`config.mk`:
```
export PLATFORM = sky130hd
export DESIGN_NAME = tl_rx_fc_dllp_gen
export DESIGN_NICKNAME = d
export VERILOG_FILES = /design/src/rtl/tl_rx_fc_dllp_gen.sv
export SDC_FILE = /design/constraint.sdc
export NUM_CORES = 1
export LEC_CHECK = 0
export CORE_MARGIN = 5
export CORE_UTILIZATION = 27
export CTS_CLUSTER_DIAMETER = 80
export CTS_CLUSTER_SIZE = 24
export DETAILED_ROUTE_END_ITERATION = 16
export GPL_TIMING_DRIVEN = 0
export PLACE_DENSITY = 0.49
export SLEW_MARGIN = 25
export SYNTH_ARGS = -nofsm -noshare
export SYNTH_HDL_FRONTEND = slang
export SYNTH_SLANG_ARGS = --single-unit
```
`constraint.sdc`:
```
create_clock -name i_clk -period 1.79 [get_ports i_clk]
set_input_delay 0.179 -clock i_clk [delete_from_list [all_inputs] [get_ports i_clk]]
set_output_delay 0.179 -clock i_clk [all_outputs]
set_load 0.05 [all_outputs]
```
`src/rtl/tl_rx_fc_dllp_gen.sv`:
```
//------------------------------------------------------------------------------
// tl_rx_fc_dllp_gen : coalesces P/NP/CPL credit reports and issues VC0 FC DLLPs
// Revision: 1.0
//------------------------------------------------------------------------------
`default_nettype none

module tl_rx_fc_dllp_gen #(
  parameter int HDR_FIELD_SIZE      = 8,
  parameter int DATA_FIELD_SIZE     = 12,
  parameter int UPDATE_TIMER_CYCLES = 1000
) (
  input  logic                       i_clk,
  input  logic                       i_n_rst,
  input  logic [HDR_FIELD_SIZE-1:0]  i_fc_hdr_creds,
  input  logic [DATA_FIELD_SIZE-1:0] i_fc_data_creds,
  input  logic [1:0]                 i_fc_hdr_scale,
  input  logic [1:0]                 i_fc_data_scale,
  input  logic [1:0]                 i_fc_type,
  input  logic                       i_fc_creds_valid,
  input  logic [1:0]                 i_fc_phase,
  output logic [31:0]                o_dllp_data,
  output logic                       o_dllp_valid,
  input  logic                       i_dllp_ready,
  output logic [2:0]                 o_pending
);

  localparam int TW = $clog2(UPDATE_TIMER_CYCLES);
  localparam logic [TW-1:0] TIMER_LAST = TW'(UPDATE_TIMER_CYCLES - 1);

  logic [HDR_FIELD_SIZE-1:0]  hdr_q   [3];
  logic [DATA_FIELD_SIZE-1:0] data_q  [3];
  logic [1:0]                 hscale_q[3];
  logic [1:0]                 dscale_q[3];
  logic [2:0]                 pending;
  logic [2:0]                 pending_nxt;
  logic [2:0]                 known;
  logic [1:0]                 rr_ptr;
  logic [1:0]                 prev_phase;
  logic [TW-1:0]              timer;

  logic       report_hit;
  logic       load_en;
  logic       timer_fire;
  logic [1:0] ord1;
  logic [1:0] ord2;
  logic [1:0] win;
  logic [1:0] phase_code;
  logic [7:0] byte0;

  assign report_hit = i_fc_creds_valid && (i_fc_type != 2'b11);
  assign load_en    = (!o_dllp_valid || i_dllp_ready) && (|pending);
  assign timer_fire = i_fc_phase[1] && (i_fc_phase == prev_phase) && (timer == TIMER_LAST);

  // Search order starts at rr_ptr and wraps P -> NP -> CPL -> P.
  always_comb begin
    ord1 = (rr_ptr == 2'd2) ? 2'd0 : rr_ptr + 2'd1;
    ord2 = (rr_ptr == 2'd0) ? 2'd2 : rr_ptr - 2'd1;
    if (pending[rr_ptr])    win = rr_ptr;
    else if (pending[ord1]) win = ord1;
    else                    win = ord2;
  end

  always_comb begin
    phase_code = 2'b01;
    if (i_fc_phase[1])      phase_code = 2'b10;
    else if (i_fc_phase[0]) phase_code = 2'b11;
    byte0 = {phase_code, win, 4'b0000};
  end

  // A report landing on the slot being loaded keeps it pending for the newer value.
  always_comb begin
    pending_nxt = pending;
    if (load_en)    pending_nxt[win] = 1'b0;
    if (timer_fire) pending_nxt = pending_nxt | known;
    if (report_hit) pending_nxt[i_fc_type] = 1'b1;
  end

  always_ff @(posedge i_clk or negedge i_n_rst) begin
    if (!i_n_rst) begin
      for (int i = 0; i < 3; i++) begin
        hdr_q[i]    <= '0;
        data_q[i]   <= '0;
        hscale_q[i] <= '0;
        dscale_q[i] <= '0;
      end
      pending <= '0;
      known   <= '0;
    end else begin
      pending <= pending_nxt;
      if (report_hit) begin
        hdr_q[i_fc_type]    <= i_fc_hdr_creds;
        data_q[i_fc_type]   <= i_fc_data_creds;
        hscale_q[i_fc_type] <= i_fc_hdr_scale;
        dscale_q[i_fc_type] <= i_fc_data_scale;
        known[i_fc_type]    <= 1'b1;
      end
    end
  end

  always_ff @(posedge i_clk or negedge i_n_rst) begin
    if (!i_n_rst) begin
      o_dllp_data  <= '0;
      o_dllp_valid <= 1'b0;
      rr_ptr       <= 2'd0;
    end else if (load_en) begin
      o_dllp_data  <= {byte0, hscale_q[win], hdr_q[win], dscale_q[win], data_q[win]};
      o_dllp_valid <= 1'b1;
      rr_ptr       <= (win == 2'd2) ? 2'd0 : win + 2'd1;
    end else if (i_dllp_ready) begin
      o_dllp_valid <= 1'b0;
    end
  end

  always_ff @(posedge i_clk or negedge i_n_rst) begin
    if (!i_n_rst) begin
      timer      <= '0;
      prev_phase <= 2'b00;
    end else begin
      prev_phase <= i_fc_phase;
      if (!i_fc_phase[1] || (i_fc_phase != prev_phase) || (timer == TIMER_LAST)) timer <= '0;
      else                                                                         timer <= timer + 1'b1;
    end
  end

  assign o_pending = pending;

endmodule

`default_nettype wire

```
==> metrics, run 1 <==
# nets final=around 620; leakage power=~3.4 nW; Worst IR Drop VDD=0.7507 mV; RSZ-0062 raised after global routing=yes; Post-Layout Inst Area=around 7400 um^2; R2R cell count=10; DR iter-0 viols=~230; Hold Crit Class=in2async; crit path DAT=2350 ps; Inst Count DP=between 800 and 900; maxcap violations=0; share of layout cells above drive strength 1=about a quarter; crit path kind=reg2reg; Post-synth EDFFs=0; GPL Wtd Cong=between 0.7 and 0.8; Fmax=a little under 500 MHz; Mapped Cells=roughly 480; WP data required=2080 ps; RR Endpoint=o_pending[1]; Synth area leaders=dfrtp_1 (58%), nand2_1 (9.3%), mux2_2 (5.4%), mux2i_1 (4.8%), o221ai_2 (2.6%); IO Port Bufs=63; crit start category=flip-flop; Tcrit/Tclk final=115.0%; Synth Area in Adders=0.9531%; GRT overflow=0; antenna-violating nets left=0; Critical Path Start=rr_ptr[0]; Worst Tran Pin Value=approximately 650 ps; CP delay by family, top=compound AO/OA/AOI/OAI gates; Post-Route Skew=just over 7 ps; sequential share of the synthesized area=between 50 and 60%; final setup margin=-269.1 ps; clock latency on the worst-skew pair=410 ps; # clock sinks=121; clk root buf=clkbuf_16; post-synth top area share=57.66%; initial antenna violation count=0; worst-path cell chain=buf_6, ha_4, nor2b_2, o21ai_2, a221oi_2, a21oi_2, buf_6, buf_12, nand2b_4, a221o_1; top cells by count, synth=nand2_1 (130), dfrtp_1 (121), inv_1 (30); crit end category=flip-flop; largest net degree at the start of global routing=~70; largest family of logic cells by synthesized area=simple AND/OR/NAND/NOR gates; clock slew at reported path FFs=~60 ps; Main synth FF type=dfrtp_1; proportion of synthesized area in mux cells=between 10 and 15%; gr usage total=13.58%; core area=19330 um^2; DRT Pass-1 Iters=4; CTS tree=yes; clock power share=a little over a quarter; die height=around 150 um; Synth Area in Simple Gates=between 10 and 15%; CP Buf/Inv Count=3; status=finished, violations left; Switch Pwr=about 0.0052 W; endpoints failing hold=0; Rel. slew slack=a little under three fifths; Levels on crit path=10; final setup fails=30; CP peak stage delay=roughly 400 ps; die width=around 150 um; Synth cell types=45; Rows=between 50 and 60; Syn Area/Cell=roughly 11 um^2; CP max-delay cell=dfrtp_1; post-synthesis register bit count=approximately 120; critical path endpoint=o_pending[1]; total number of yosys warnings=0; Routed WL=about 14 mm; Sw Share=37.04%; initial core utilization=a little over a quarter; combinational share of power=between 40% and 50%; Internal=~0.0089 W; die area=22340 um^2; max-slew violation count=0; post-synth top area cell=dfrtp_1; synthesized area=5251 um^2; vias in the first global route=4133; DRC=0; setup_tns=-6418 ps; Cell Pwr Density=roughly 1900 nW/um^2; Post-DP Area=6286 um^2; async set-reset flop share out of synthesis=100.0%; H-tree levels=4; maximum root-to-sink buffer count=2; drt wl/cell=~17 um; crit path max fanout=5; Top Ports=~70; failing checks=negative setup slack; Finished Layout Cells=around 870; cell with the most instances after synthesis=nand2_1; global-route wire length before repair=roughly 23 mm; Post-Synth XOR/XNOR Area=roughly 1.5%; CP dominant cell by count=buf_6; ANT cells=0; Compound-Gate Fraction of Synth Area=under 10%; Reg power frac=between 20% and 30%; Crit Reg-Reg Startpoint=rr_ptr[0]; Via density=about 4.5; TritonCTS Buffers=17; R2R Setup Slk=-270 ps; via count=between 3k and 4k; DP HPWL=roughly 9.3 mm; Area growth syn-to-layout=41.24%; final worst path period need=between 2000 and 2500 ps
==> flip-flops by register name, indices dropped and copies added (netlist names) <==
name	count
o_pending	3
rr_ptr	2
prev_phase	2
known	3
dscale_q	6
o_dllp_valid	1
timer	10
hscale_q	6
data_q	36
hdr_q	24
o_dllp_data	28
==> power groups by stage <==
stage	registers (W)	logic, W	clock network, W
floorplan	0.00477	0.00259	0
global placement	0.00382	0.00505	0
detailed placement	0.00383	0.00517	0
CTS	0.00379	0.00655	0.00389
global route	0.00387	0.00689	0.00403
finish	0.00380	0.00648	0.00383
==> worst reg2reg max path, stage by stage, from the launching register on <==
cell and delay (ps):
dfrtp_1 400, buf_6 140, ha_4 170, nor2b_2 120, o21ai_2 60, a221oi_2 250
a21oi_2 60, buf_6 150, buf_12 120, nand2b_4 150, a221o_1 310
==> layout by cell type (no fill, tap or decap), drive strengths merged, types with 2 or more instances in the layout <==
| master | Yosys | layout |
|---|---|---|
| a21oi | 3 | 3 |
| nand2 | 131 | 132 |
| dfrtp | 121 | 121 |
| bufinv | 0 | 5 |
| nor2 | 15 | 15 |
| o21ai | 29 | 29 |
| nor2b | 2 | 2 |
| ha | 4 | 4 |
| clkbuf | 11 | 35 |
| clkinv | 1 | 3 |
| nand3b | 2 | 2 |
| nand3 | 6 | 6 |
| conb | 1 | 4 |
| nor3 | 3 | 3 |
| xnor2 | 6 | 6 |
| mux2 | 25 | 25 |
| dlymetal6s2s | 0 | 12 |
| inv | 31 | 31 |
| dlygate4sd2 | 0 | 15 |
| o221ai | 24 | 24 |
| clkdlybuf4s50 | 0 | 35 |
| a221o | 3 | 3 |
| buf | 15 | 34 |
| mux2i | 25 | 25 |
| or2 | 3 | 3 |
| xor2 | 3 | 3 |
| and2 | 2 | 2 |
| nand2b | 9 | 9 |
==> through the flow <==
step | hold slack, ps | total power [W] | utilization (%) | setup slack (ps)
finish | 275.6 | 0.01410 | 38.36 | -269.1
global route | 302.7 | 0.01479 | 38.36 | -353.2
CTS | 292.3 | 0.01422 | 37.98 | -260.2
detailed placement | 138.1 | 0.008996 | 32.51 | -572.6
global placement | 444.8 | 0.008870 | 32.34 | -4610
floorplan | -116.6 | 0.007362 | - | -120.1
==> final cells by class <==
class / count / area [um^2]
inverters: 32 / 120.1
plain buffers: 24 / 175.2
multi-input cells: 308 / 2201
fillers: 1876 / 11920
repair buffers: 83 / 892.1
flip-flops and latches: 121 / 3032
well taps: 265 / 331.6
clock inverters: 7 / 160.2
clock buffers: 25 / 505.5
==> how the worst min path moves through the flow <==
stage                                 end  slack [ps]  depth (start not counted)
after global placement           timer[0]         440                          1
after global routing        prev_phase[0]         300                          1
after CTS                 o_dllp_data[28]         290                          2
after detailed placement  o_dllp_data[28]         140                          1
final                     o_dllp_data[28]         280                          2
after floorplan                 data_q[0]        -120                          0
==> layer usage <==
layer / share of wire, % / track usage, % / up-vias / wire length [um]
met5: 0 / 0 / - / 0
met4: 1.7 / 5.355 / 0 / 244
met3: 3.4 / 3.362 / 14 / 485
met2: 50 / 22.29 / 71 / 7157
met1: 45 / 17.27 / 1942 / 6444
li1: - / - / 1824 / -
==> logic make-up after synthesis <==
kind of cell | count (synthesis)
buffers and inverters | 58
adder cells (fa/ha/maj) | 4
AO/OA/AOI/OAI | 64
multiplexers | 50
other | 1
XOR/XNOR | 9
AND/OR/NAND/NOR | 176
flip-flops | 121
==> what timing repair did <==
action,4_1_cts,5_1_grt
buffers inserted,18,0
hold endpoints to repair,54,0
pin swaps,21,7
gates resized for setup,53,30
hold buffers,1,0
endpoints found under the setup margin,81,53
cloned,2,1
Power figures use the tool's default switching activity.
==> inputs of run 2 (changes only) <==
--- a/config.mk
+++ b/config.mk
@@ -7,6 +7,7 @@
 export LEC_CHECK = 0
 export CORE_MARGIN = 5
 export CORE_UTILIZATION = 27
+export CTS_BUF_LIST = sky130_fd_sc_hd__clkbuf_8
 export CTS_CLUSTER_DIAMETER = 80
 export CTS_CLUSTER_SIZE = 24
 export DETAILED_ROUTE_END_ITERATION = 16
==> run 2 against run 1 <==
The run still ends with negative setup slack left. Critical path depth decreased by 2. Sequential share of layout area is 1.4 points higher. Via count increased by 0.13%. Register-to-register slack improved by 30 ps. Critical endpoint is now o_dllp_data[5]. Cell count is the same. Sequential power is essentially flat. Routed wire length is 0.79% lower. Clock power decreased by 25%. Largest cell class unchanged. Count of clock-buffer cells in the layout decreased by 3.
==> metrics, run 2 (same netlist as run 1, synthesis figures left out) <==
Rel. slew slack=58.79% (was 56.96%); H-tree levels=4 (unchanged); crit start category=flip-flop (unchanged); final setup margin=-235.6 ps (was -269.1 ps); WP data required=2090 ps (was 2080 ps); most common cell after layout, fill and taps aside=nand2_1 (unchanged); Cell Pwr Density=1811 nW/um^2 (was 1901 nW/um^2); worst-path cell chain=inv_2, ha_4, or2_0, a21oi_2, o32a_4, buf_12, mux2i_2, o221ai_2 (was buf_6, ha_4, nor2b_2, o21ai_2, a221oi_2, a21oi_2, buf_6, buf_12, nand2b_4, a221o_1); maximum root-to-sink buffer count=2 (unchanged); Via density=4.458 (was 4.452); Final Util=37.06% (was 38.36%); DRT Pass-1 Iters=5 (was 4); PnR Total Power=0.01298 W (was 0.01410 W); CP peak stage delay=410 ps (was 400 ps); Area growth syn-to-layout=36.45% (was 41.24%); RSZ-0062 raised after global routing=yes (unchanged); clock latency on the worst-skew pair=430 ps (was 410 ps); fillcell total=1914 (was 1876); crit path DAT=2330 ps (was 2350 ps); most frequent cells in the layout=nand2_1 (128), dfrtp_1 (118), inv_1 (32), dlygate4sd2_1 (32), clkdlybuf4s50_1 (30) (was nand2_1 (128), dfrtp_1 (118), clkdlybuf4s50_1 (35)); setup_tns=-5699 ps (was -6418 ps); die width=149.5 um (unchanged); failing checks=negative setup slack (unchanged); crit path kind=reg2reg (unchanged); leakage power=3.223 nW (was 3.409 nW); clock slew at reported path FFs=70 ps (was 60 ps); GRT overflow=0 (unchanged); final worst path period need=2026 ps (was 2059 ps); Inst Count DP=815 (unchanged); DRC=0 (unchanged); drt wl/cell=16.44 um (was 16.57 um); maxcap violations=0 (unchanged); # nets final=623 (unchanged); Top Ports=68 (unchanged); GPL Wtd Cong=0.7398 (unchanged); Regs by FF count=data_q x36, o_dllp_data x28, hdr_q x24 (unchanged); gr usage total=13.28% (was 13.58%); Reg with most FFs=data_q (unchanged); Hold Crit Class=in2async (unchanged); crit path max fanout=10 (was 5); DP HPWL=9.305 mm (unchanged); endpoints failing hold=0 (unchanged); ANT cells=0 (unchanged); antenna-violating nets left=0 (unchanged); IO Port Bufs=63 (unchanged); initial antenna violation count=0 (unchanged); # clock sinks=121 (unchanged); die area=22340 um^2 (unchanged); vias in the first global route=4118 (was 4133); TritonCTS Buffers=17 (unchanged); share of layout cells above drive strength 1=25.00% (was 24.50%); CP Buf/Inv Count=2 (was 3); Tcrit/Tclk final=113.2% (was 115.0%); die height=149.5 um (unchanged); Post-Route Skew=9.307 ps (was 7.178 ps); Worst Tran Pin Value=618.2 ps (was 645.5 ps); CP max-delay cell=dfrtp_1 (unchanged); clk root buf=clkbuf_8 (was clkbuf_16); core area=19330 um^2 (unchanged); largest net degree at the start of global routing=68 (unchanged); max-slew violation count=0 (unchanged); crit end category=flip-flop (unchanged); Finished Layout Cells=865 (unchanged); Routed WL=14.22 mm (was 14.33 mm); CP delay by family, top=compound AO/OA/AOI/OAI gates (unchanged); Worst IR Drop VDD=0.8163 mV (was 0.7507 mV); CTS tree=yes (unchanged); initial core utilization=27.16% (unchanged); Fmax=493.7 MHz (was 485.7 MHz); status=finished, violations left (unchanged); final setup fails=30 (unchanged); Rows=51 (unchanged); via count=3856 (was 3851); DR iter-0 viols=150 (was 233); global-route wire length before repair=22.50 mm (was 22.94 mm); dpl ws=-572.6 ps (unchanged); max reg flops=36 (unchanged)
[run 2: path summary, 6_finish.rpt]
path                                    start         endpoint  slack (ps)  cells after the start
worst max register to register      rr_ptr[1]   o_dllp_data[5]        -240                      8
worst min register to register       known[0]         known[0]         470                      1
worst min-delay path                  i_n_rst  o_dllp_data[28]         250                      2
worst max-delay path                rr_ptr[1]   o_dllp_data[5]        -240                      8
min in group i_clk              i_fc_phase[0]    prev_phase[0]         290                      1
max in group asynchronous             i_n_rst        data_q[1]         830                      3
[run 2: area by class of cell]
| cell class | count | area, um^2 | area share (%) |
|---|---|---|---|
| Buffer | 25 | 201.4 | 2.811 |
| Clock inverter | 10 | 171.4 | 2.392 |
| Clock buffer | 22 | 302.8 | 4.226 |
| Multi-Input combinational cell | 307 | 2175 | 30.35 |
| Timing Repair Buffer | 83 | 828.3 | 11.56 |
| Sequential cell | 121 | 3032 | 42.31 |
| Inverter | 32 | 123.9 | 1.729 |
| Tap cell | 265 | 331.6 | 4.627 |
[run 2: timing repair]
action / CTS / global route
gates cloned: 1 / 1
hold endpoints to repair: 54 / 0
hold buffers: 1 / 0
pin swaps: 10 / 15
setup endpoints to repair: 91 / 54
buffers inserted: 13 / 4
resized for setup: 73 / 21
[run 2: metal layers]
| layer | global-route usage (%) | vias to the layer above | wire (um) |
|---|---|---|---|
| met3 | 2.847 | 20 | 480 |
| met5 | 0 | - | 0 |
| li1 | - | 1815 | - |
| met2 | 22.06 | 76 | 7090 |
| met4 | 5.904 | 0 | 295 |
| met1 | 16.67 | 1945 | 6354 |
[run 2: report_power, final]
group | leakage, nW | internal [W] | switching, W
clock | 0.253 | 0.00183 | 0.00105
sequential | 1.49 | 0.00338 | 0.000418
combinational | 1.48 | 0.00275 | 0.00356
total | 3.22 | 0.00795 | 0.00503
[run 2: metrics by stage]
step,area [um^2],hold slack [ps]
after floorplan,5291,-116.6
after global placement,6254,444.8
after detailed placement,6286,138.1
after CTS,7042,248.9
after global routing,7166,260.8
final,7166,250.8
==> inputs of run 3 (changes only) <==
==> constraint.sdc (replaced) <==
create_clock -name i_clk -period 1.79 [get_ports i_clk]
set_input_delay 0.358 -clock i_clk [delete_from_list [all_inputs] [get_ports i_clk]]
set_output_delay 0.358 -clock i_clk [all_outputs]
set_load 0.05 [all_outputs]
==> run 3 against run 2 <==
The run still ends with negative setup slack left. Sequential share of layout area up 0.059 points. Sequential power is essentially flat. Cell count unchanged. Hold slack better by 180 ps. Count of clock-buffer cells in the layout stayed put. Worst setup slack lost 5.7 ps. Via count rose by 0.26%. Non-clock buffer count stayed put. Global-route usage barely moved. First-iteration DRC count rose by 21%. Largest power group unchanged. Highest routed layer unchanged.
==> metrics, run 3 (same netlist as run 1, synthesis figures left out) <==
dpl ws=-751.6 ps (was -572.6 ps); DP HPWL=9.305 mm (unchanged); Post-Route Skew=6.879 ps (was 9.307 ps); Hold Crit Class=in2async (unchanged); WL met3=476 um (was 480 um); ANT cells=0 (unchanged); Rows=51 (unchanged); final worst path period need=2031 ps (was 2026 ps); Cell Pwr Density=1815 nW/um^2 (was 1811 nW/um^2); Tcrit/Tclk final=113.5% (was 113.2%); crit path max fanout=10 (unchanged); setup_tns=-5775 ps (was -5699 ps); antenna-violating nets left=0 (unchanged); failing checks=negative setup slack (unchanged); clock latency on the worst-skew pair=430 ps (about the same); share of layout cells above drive strength 1=24.83% (was 25.00%); Regs by FF count=data_q x36, o_dllp_data x28, hdr_q x24 (unchanged); Top Layer Used=met4 (unchanged); DRC=0 (unchanged); Fmax=492.3 MHz (was 493.7 MHz); DRT Pass-1 Iters=4 (was 5); # clock sinks=121 (unchanged); crit end category=flip-flop (unchanged); via count=3866 (was 3856); WP data required=2090 ps (about the same); met1 WL=6.405 mm (was 6.354 mm); die height=149.5 um (unchanged); Inst Count DP=815 (unchanged); global-route wire length before repair=22.57 mm (was 22.50 mm); crit path kind=reg2reg (unchanged); H-tree levels=4 (unchanged); Crit Reg-Reg Startpoint=rr_ptr[1] (unchanged); maximum root-to-sink buffer count=2 (unchanged); gr usage total=13.32% (was 13.28%); max reg flops=36 (unchanged); R2R Setup Slk=-240 ps (about the same); Critical Path Start=rr_ptr[1] (unchanged); Post-DP Area=6286 um^2 (unchanged); most frequent cells in the layout=nand2_1 (128), dfrtp_1 (118), inv_1 (32) (was nand2_1 (128), dfrtp_1 (118), inv_1 (32), dlygate4sd2_1 (32), clkdlybuf4s50_1 (30)); maxcap violations=0 (unchanged); initial antenna violation count=0 (unchanged); final setup margin=-241.3 ps (was -235.6 ps); vias in the first global route=4113 (was 4118); Rel. slew slack=57.40% (was 58.79%); RSZ-0062 raised after global routing=yes (unchanged); max-slew violation count=0 (unchanged); Worst IR Drop VDD=0.8125 mV (was 0.8163 mV); initial core utilization=27.16% (unchanged); TritonCTS Buffers=17 (unchanged); met2 routed WL=7.064 mm (was 7.090 mm); largest net degree at the start of global routing=68 (unchanged); endpoints failing hold=0 (unchanged); fillcell total=1918 (was 1914); Via density=4.469 (was 4.458); Top Ports=68 (unchanged); GPL Wtd Cong=0.7398 (unchanged); CTS tree=yes (unchanged); Reg with most FFs=data_q (unchanged); # nets final=623 (unchanged); Routed WL=14.27 mm (was 14.22 mm); die width=149.5 um (unchanged); status=finished, violations left (unchanged); core area=19330 um^2 (unchanged); drt wl/cell=16.49 um (was 16.44 um); Worst Tran Pin Value=639.0 ps (was 618.2 ps); Area growth syn-to-layout=36.26% (was 36.45%); final setup fails=30 (unchanged); clk root buf=clkbuf_8 (unchanged); GRT overflow=0 (unchanged); clock slew at reported path FFs=70 ps (about the same); Finished Layout Cells=865 (unchanged); Post-Layout Inst Area=7156 um^2 (was 7166 um^2); crit path DAT=2330 ps (about the same); DR iter-0 viols=182 (was 150); leakage power=3.215 nW (was 3.223 nW); most common cell after layout, fill and taps aside=nand2_1 (unchanged); IO Port Bufs=63 (unchanged); crit start category=flip-flop (unchanged); die area=22340 um^2 (unchanged)
run 3: what timing repair did:
action / 4_1_cts / 5_1_grt
setup endpoints to repair: 116 / 43
cloned: 1 / 1
hold buffers: 1 / 0
hold endpoints to repair: 54 / 0
pin swaps: 8 / 15
buffers inserted: 16 / 1
gates resized for setup: 77 / 19
run 3: path summary, 6_finish.rpt:
check	endpoint	cells after the start
worst min register to register	known[0]	1
worst max-delay path	o_dllp_data[5]	8
worst max register to register	o_dllp_data[5]	8
worst min-delay path	o_dllp_data[28]	2
max in group asynchronous	data_q[10]	3
min in group i_clk	prev_phase[0]	1
run 3: routing by layer:
layer,vias to the layer above,GRT usage [%]
li1,1812,-
met1,1952,16.81
met2,80,22.04
met3,22,2.847
met4,0,5.904
met5,-,0
run 3: cell type report:
cell class                 instances  area (um^2)  share of cell area, %
clock inverter                    10        171.4                  2.396
tap                              265        331.6                  4.634
buffer                            25        198.9                  2.780
inverter                          32        120.1                  1.679
timing repair buffer              83        830.8                  11.61
clock buffer                      22        302.8                  4.232
sequential                       121         3032                  42.37
multi-input combinational        307         2168                  30.30
run 3: worst max-delay path, stage by stage, from the launching register on:
cell and delay (ps):
dfrtp_1 410, inv_2 140, ha_4 220, or2_0 210, a21oi_2 170, o32a_4 230
buf_12 170, mux2i_2 240, o221ai_2 110
run 3: metrics by stage:
step           hold WS [ps]  util [%]  power, W
5_1_grt               439.8     37.01   0.01362
3_3_place_gp          444.8     32.34  0.008870
4_1_cts               427.9     36.58   0.01274
6_report              432.3     37.01   0.01298
3_5_place_dp          317.1     32.51  0.008996
2_1_floorplan         62.41         -  0.007362
run 3: where the power goes:
group | switching, W | internal [W]
clock network | 0.00105 | 0.00183
registers | 0.000418 | 0.00338
logic | 0.00356 | 0.00275
